### src/rtl/phy_rx_deframer.sv
// Receive-side deframer: strips STP/SDP/END/EDB framing from the PHY symbol stream,
// delivers TLP/DLLP payload with SOP/EOP, decodes COM-led ordered sets, counts framing errors.
module phy_rx_deframer #(
  parameter int MAX_TLP_BYTES = 64,
  parameter int MIN_TLP_BYTES = 4,
  parameter int OS_LEN        = 3
) (
  input  logic       clk0_i,
  input  logic       reset_l_i,
  input  logic [7:0] rx_data_i,
  input  logic       rx_k_i,
  input  logic       rx_valid_i,
  output logic [7:0] pkt_data_o,
  output logic       pkt_valid_o,
  output logic       pkt_sop_o,
  output logic       pkt_eop_o,
  output logic       pkt_dllp_o,
  output logic       pkt_err_o,
  output logic       os_valid_o,
  output logic [7:0] os_type_o,
  output logic       error_dll_o,
  output logic [7:0] err_count_o
);

  localparam logic [7:0] K_STP = 8'hFB;
  localparam logic [7:0] K_SDP = 8'h5C;
  localparam logic [7:0] K_END = 8'hFD;
  localparam logic [7:0] K_EDB = 8'hFE;
  localparam logic [7:0] K_COM = 8'hBC;
  localparam logic [7:0] K_SKP = 8'h1C;
  localparam logic [7:0] K_IDL = 8'h7C;
  localparam logic [7:0] K_FTS = 8'h3C;

  typedef enum logic [1:0] {S_IDLE, S_TLP, S_DLLP, S_OS} state_e;

  state_e     state_q, state_d;
  logic [7:0] hold_q, hold_d;
  logic       held_q, held_d;
  logic       first_q, first_d;
  logic [7:0] byteCnt_q, byteCnt_d;
  logic [7:0] osCnt_q, osCnt_d;
  logic [7:0] osLatch_q, osLatch_d;
  logic [7:0] pktData_q, pktData_d;
  logic       pktValid_q, pktValid_d;
  logic       pktSop_q, pktSop_d;
  logic       pktEop_q, pktEop_d;
  logic       pktDllp_q, pktDllp_d;
  logic       pktErr_q, pktErr_d;
  logic       osValid_q, osValid_d;
  logic [7:0] osType_q, osType_d;
  logic       errorDll_q, errPulse;
  logic [7:0] errCount_q, errCount_d;

  logic isData, isStp, isSdp, isEnd, isEdb, isCom, isOsCode;
  logic tlpOverflow, lenErr, osMatch, osLast;

  assign isData      = !rx_k_i;
  assign isStp       = rx_k_i && (rx_data_i == K_STP);
  assign isSdp       = rx_k_i && (rx_data_i == K_SDP);
  assign isEnd       = rx_k_i && (rx_data_i == K_END);
  assign isEdb       = rx_k_i && (rx_data_i == K_EDB);
  assign isCom       = rx_k_i && (rx_data_i == K_COM);
  assign isOsCode    = rx_k_i && ((rx_data_i == K_SKP) || (rx_data_i == K_IDL) || (rx_data_i == K_FTS));
  // The byte that would become number MAX_TLP_BYTES+1 aborts the TLP instead of being held
  assign tlpOverflow = (state_q == S_TLP) && isData && (byteCnt_q == 8'(MAX_TLP_BYTES));
  assign lenErr      = (state_q == S_TLP) ? (byteCnt_q < 8'(MIN_TLP_BYTES)) : (byteCnt_q != 8'd6);
  assign osMatch     = rx_k_i && (rx_data_i == osLatch_q);
  assign osLast      = (osCnt_q == 8'(OS_LEN - 1));

  always_ff @(posedge clk0_i) begin
    if (!reset_l_i) state_q <= S_IDLE;
    else            state_q <= state_d;
  end

  always_comb begin
    state_d = state_q;
    if (rx_valid_i) begin
      case (state_q)
        S_IDLE: begin
          if (isStp)      state_d = S_TLP;
          else if (isSdp) state_d = S_DLLP;
          else if (isCom) state_d = S_OS;
        end
        S_TLP, S_DLLP: begin
          if (!isData || tlpOverflow) state_d = S_IDLE;
        end
        S_OS: begin
          if (isCom)                 state_d = S_OS;
          else if (osCnt_q == 8'd0)  state_d = isOsCode ? S_OS : S_IDLE;
          else if (!osMatch || osLast) state_d = S_IDLE;
        end
        default: state_d = S_IDLE;
      endcase
    end
  end

  always_comb begin
    hold_d     = hold_q;
    held_d     = held_q;
    first_d    = first_q;
    byteCnt_d  = byteCnt_q;
    osCnt_d    = osCnt_q;
    osLatch_d  = osLatch_q;
    pktData_d  = 8'h00;
    pktValid_d = 1'b0;
    pktSop_d   = 1'b0;
    pktEop_d   = 1'b0;
    pktDllp_d  = 1'b0;
    pktErr_d   = 1'b0;
    osValid_d  = 1'b0;
    osType_d   = osType_q;
    errPulse   = 1'b0;
    if (rx_valid_i) begin
      case (state_q)
        S_IDLE: begin
          if (isStp || isSdp) begin
            held_d    = 1'b0;
            first_d   = 1'b1;
            byteCnt_d = 8'd0;
          end else if (isCom) begin
            osCnt_d = 8'd0;
          end else if (!isOsCode) begin
            errPulse = 1'b1;
          end
        end
        S_TLP, S_DLLP: begin
          pktDllp_d = (state_q == S_DLLP) && held_q;
          if (isData && !tlpOverflow) begin
            if (held_q) begin
              pktValid_d = 1'b1;
              pktData_d  = hold_q;
              pktSop_d   = first_q;
              first_d    = 1'b0;
            end
            hold_d    = rx_data_i;
            held_d    = 1'b1;
            byteCnt_d = (byteCnt_q == 8'hFF) ? byteCnt_q : byteCnt_q + 8'd1;
          end else begin
            // Terminating or offending symbol: flush the held byte as the last one
            held_d = 1'b0;
            if (held_q) begin
              pktValid_d = 1'b1;
              pktData_d  = hold_q;
              pktSop_d   = first_q;
              pktEop_d   = 1'b1;
              pktErr_d   = !isEnd || lenErr;
            end
            errPulse = isEnd ? lenErr : !isEdb;
          end
        end
        S_OS: begin
          if (isCom) begin
            osCnt_d  = 8'd0;
            errPulse = 1'b1;
          end else if (osCnt_q == 8'd0) begin
            if (isOsCode) begin
              osLatch_d = rx_data_i;
              osCnt_d   = 8'd1;
            end else begin
              errPulse = 1'b1;
            end
          end else if (osMatch) begin
            if (osLast) begin
              osValid_d = 1'b1;
              osType_d  = osLatch_q;
            end else begin
              osCnt_d = osCnt_q + 8'd1;
            end
          end else begin
            errPulse = 1'b1;
          end
        end
        default: ;
      endcase
    end
    errCount_d = (errPulse && (errCount_q != 8'hFF)) ? errCount_q + 8'd1 : errCount_q;
  end

  always_ff @(posedge clk0_i) begin
    if (!reset_l_i) begin
      hold_q     <= 8'h00;
      held_q     <= 1'b0;
      first_q    <= 1'b0;
      byteCnt_q  <= 8'd0;
      osCnt_q    <= 8'd0;
      osLatch_q  <= 8'h00;
      pktData_q  <= 8'h00;
      pktValid_q <= 1'b0;
      pktSop_q   <= 1'b0;
      pktEop_q   <= 1'b0;
      pktDllp_q  <= 1'b0;
      pktErr_q   <= 1'b0;
      osValid_q  <= 1'b0;
      osType_q   <= 8'h00;
      errorDll_q <= 1'b0;
      errCount_q <= 8'h00;
    end else begin
      hold_q     <= hold_d;
      held_q     <= held_d;
      first_q    <= first_d;
      byteCnt_q  <= byteCnt_d;
      osCnt_q    <= osCnt_d;
      osLatch_q  <= osLatch_d;
      pktData_q  <= pktData_d;
      pktValid_q <= pktValid_d;
      pktSop_q   <= pktSop_d;
      pktEop_q   <= pktEop_d;
      pktDllp_q  <= pktDllp_d;
      pktErr_q   <= pktErr_d;
      osValid_q  <= osValid_d;
      osType_q   <= osType_d;
      errorDll_q <= errPulse;
      errCount_q <= errCount_d;
    end
  end

  assign pkt_data_o  = pktData_q;
  assign pkt_valid_o = pktValid_q;
  assign pkt_sop_o   = pktSop_q;
  assign pkt_eop_o   = pktEop_q;
  assign pkt_dllp_o  = pktDllp_q;
  assign pkt_err_o   = pktErr_q;
  assign os_valid_o  = osValid_q;
  assign os_type_o   = osType_q;
  assign error_dll_o = errorDll_q;
  assign err_count_o = errCount_q;

endmodule

### config.mk
export PLATFORM = sky130hd
export DESIGN_NAME = phy_rx_deframer
export DESIGN_NICKNAME = d
export VERILOG_FILES = /design/src/rtl/phy_rx_deframer.sv
export SDC_FILE = /design/constraint.sdc
export NUM_CORES = 1
export LEC_CHECK = 0
export ABC_CLOCK_PERIOD_IN_PS = 3400
export CAP_MARGIN = 0
export CORE_MARGIN = 1.5
export CORE_UTILIZATION = 54
export CTS_CLUSTER_DIAMETER = 120
export DETAILED_ROUTE_END_ITERATION = 7
export PLACE_DENSITY = 0.79
export SLEW_MARGIN = 30
export SYNTH_ARGS = -nofsm -noshare
export SYNTH_HDL_FRONTEND = slang
export SYNTH_SLANG_ARGS = --single-unit
### constraint.sdc
create_clock -name clk0_i -period 3.4 [get_ports clk0_i]
set_input_delay 0.68 -clock clk0_i [delete_from_list [all_inputs] [get_ports clk0_i]]
set_output_delay 0.68 -clock clk0_i [all_outputs]
set_load 0.01 [all_outputs]
==> results.py <==
metrics = {
    "sta": {
        "skew_ns": 0.0113,
        "tightest_slew_ns": 0.575,
        "timing.final.ws_setup_ns": 0.448,
        "hold_violations": 0,
        "tns_ns": 0,
        "fmax_ghz": 0.339,
        "finalMaxSlewViolations": 0,
        "rsz0062_at_grt": "false",
        "period_share_pct": 86.8,
        "setup_viol": 0,
        "relSlewSlack_pct": 61.3,
        "period_needed_ns": 2.95,
    },
    "global_routing": {
        "grt_usage_pct": 23.7,
        "met3_usage_pct": 4.02,
        "grt_overflow": 0,
        "grt_util_met2_pct": 40.0,
        "busiest_layer": "met2",
        "grt_first_pass_wirelength_mm": 11.6,
        "grt_max_degree": 29,
        "antenna_found_initial": 0,
        "grt_pass1_vias": 2538,
        "met1_usage_pct": 30.0,
    },
    "clock_tree": {
        "clock-root-buffer": "clkbuf_8",
        "clkSinkCount": 67,
        "numCtsBuffers": 9,
        "cts_max_level": 3,
        "hold_buffers": 0,
        "cts_setup_buffers": 0,
        "clockBufferDepth": 2,
        "cts_resized": 0,
        "cts.clk_slew.worst_paths_ns": 0.07,
        "clock_latency_ns": 0.34,
        "cts_tree": "built",
    },
    "final_layout": {
        "finalCoreUtilization_pct": 68.9,
        "drive_gt1_share_pct": 9.14,
        "mostFrequentLayoutCell": "dfxtp_1",
        "n_antenna_cell": 0,
        "nNetsFinal": 413,
        "area_growth_pct": 22.6,
        "final_cell_mix": "dfxtp_1 (67), nor2_1 (42), clkdlybuf4s50_1 (42)",
    },
    "floorplanning": {
        "initial_utilization_pct": 56.2,
        "fp.dieH_um": 78.9,
        "top_level_ports": 43,
        "fp-row-count": 27,
        "dieArea_um2": 6230,
        "fp.coreArea_um2": 5540,
        "fp.dieW_um": 78.9,
    },
    "synthesis": {
        "ys_ff_latch": 67,
        "synth_fp_nets": 368,
        "avgSynthCellArea_um2": 9.02,
        "synth.cell_area_um2": 3110,
        "async_reset_ff_share_pct": 0,
        "synth_area_leaders": "dfxtp_1 (43%), mux2i_1 (5.8%), nor2_1 (5.1%)",
        "synth-edff-count": 0,
        "yosysUniqueCellTypes": 54,
        "yosysTopAreaCell": "dfxtp_1",
        "syn_inst": 345,
        "ys.flop_type": "dfxtp_1",
        "netlist.area_leader.share_pct": 43.1,
        "yosys_warnings": 0,
        "ys_seq_area_share_pct": 43.1,
    },
    "run": {
        "maxCapViolations": 0,
    },
    "routing": {
        "drtIter0Drc": 151,
        "wl_per_cell_um": 14.5,
        "ant_nets": 0,
        "drc_errors": 0,
        "viasPerCell": 5.55,
        "first_pass_iters": 4,
        "dr_total_vias": 2587,
        "drt_wl_total_mm": 6.74,
    },
    "power": {
        "leakage_nw": 1.41,
        "vdd_drop_max_uv": 318,
        "powerDensity_nw_per_um2": 440,
    },
    "worst_setup_path": {
        "critPathArrivalTime_ns": 3.22,
        "crit_path_max_fanout": 16,
        "cp-end-kind": "flop",
        "cp_data_required_time_ns": 3.67,
        "cp_common_cell": "o211ai_4",
        "crit_type": "input port to flop",
        "cp_slowest_cell": "clkdlybuf4s50_1",
        "cp-start-kind": "input port",
        "critPathMaxStageDelay_ns": 0.58,
        "crit_path_cell_trace": "clkdlybuf4s50_1 -> or3b_4 -> or3_4 -> and2_4 -> o211ai_4 -> o211ai_4 -> or4_1 -> a21oi_1",
    },
    "place": {
        "io_buffers": 42,
        "finalWeightedCongestion": 0.841,
        "place_ws_ns": 0.112,
        "dp_hpwl_mm": 4.79,
    },
    "min_path": {
        "hold_class": "flop to flop",
    },
    "run_status": {
        "outcome": "finished, final reports clean",
    },
}
metrics by stage:
stage | cells | area [um2] | hold slack [ns] | power [mW]
finish | 466 | 3820 | 0.454 | 1.68
global route | 466 | 3820 | 0.476 | 1.74
CTS | 466 | 3820 | 0.455 | 1.68
detailed placement | 451 | 3610 | 0.437 | 0.991
global placement | 451 | 3610 | 0.433 | 0.986
floorplan | 345 | 3110 | 0.423 | 0.928
final timing paths:
check | startpoint | slack (ns) | to | cells after the start
max | rx_data_i[2] | 0.45 | osCnt_q[7] | 8
min | hold_q[3] | 0.45 | pkt_data_o[3] | 1
max reg2reg | osCnt_q[0] | 0.83 | osCnt_q[7] | 8
min reg2reg | hold_q[3] | 0.45 | pkt_data_o[3] | 1
synthesized netlist by cell type, drive strengths merged (2+ instances only):
cell	number
buf	3
nor2	42
or4	6
o21a	4
nand2	25
nand3b	2
xor2	5
o21ai	10
nand4	7
o211ai	3
a21oi	15
mux2i	18
a211o	2
xnor2	12
or2	2
nand3	17
dfxtp	67
a311oi	2
nor4	4
nand2b	6
or3	3
inv	13
nor3	9
and3	14
or4b	2
ha	11
clkbuf	12
and2	11
a22oi	2
power by group:
part	total, mW	switching [mW]	internal [mW]
Combinational	0.168	0.0957	0.0725
Clock	0.701	0.294	0.408
Sequential	0.808	0.0103	0.798
worst max-delay path, delay by kind of cell:
family / cells / cell delay (ns)
simple gates: 4 / 1.54
buf+inv: 1 / 0.58
compound gates: 3 / 0.43
final cells by class:
type | instances | area [um2]
Timing Repair Buffer | 49 | 473
Multi-Input combinational cell | 250 | 1660
Inverter | 13 | 48.8
Sequential cell | 67 | 1340
Clock buffer | 10 | 128
Clock inverter | 5 | 78.8
Fill cell | 449 | 1720
Tap cell | 72 | 90.1
per-layer routing:
metal  wire, um  part of all wire (%)
met4         82                   1.2
met5          0                     0
met2       3200                    48
met1       3190                    47
met3        267                   4.0
registers in the layout (all words and copies together) (netlist names), 2 cells and up:
name,flops
osLatch_q,8
hold_q,8
pkt_data_o,8
os_type_o,8
byteCnt_q,8
err_count_o,8
osCnt_q,8
state_q,2
cells by family after synthesis:
kind of cell / count (synthesis) / synth area share [%]
AND/OR/NAND/NOR: 155 / 26.4
flip-flops: 67 / 43.1
AO/OA/AOI/OAI: 49 / 11.8
buffers and inverters: 28 / 3.70
multiplexers: 18 / 5.79
XOR/XNOR: 17 / 4.78
adder cells (fa/ha/maj): 11 / 4.42
No activity file was read; power rests on OpenSTA's default activity.
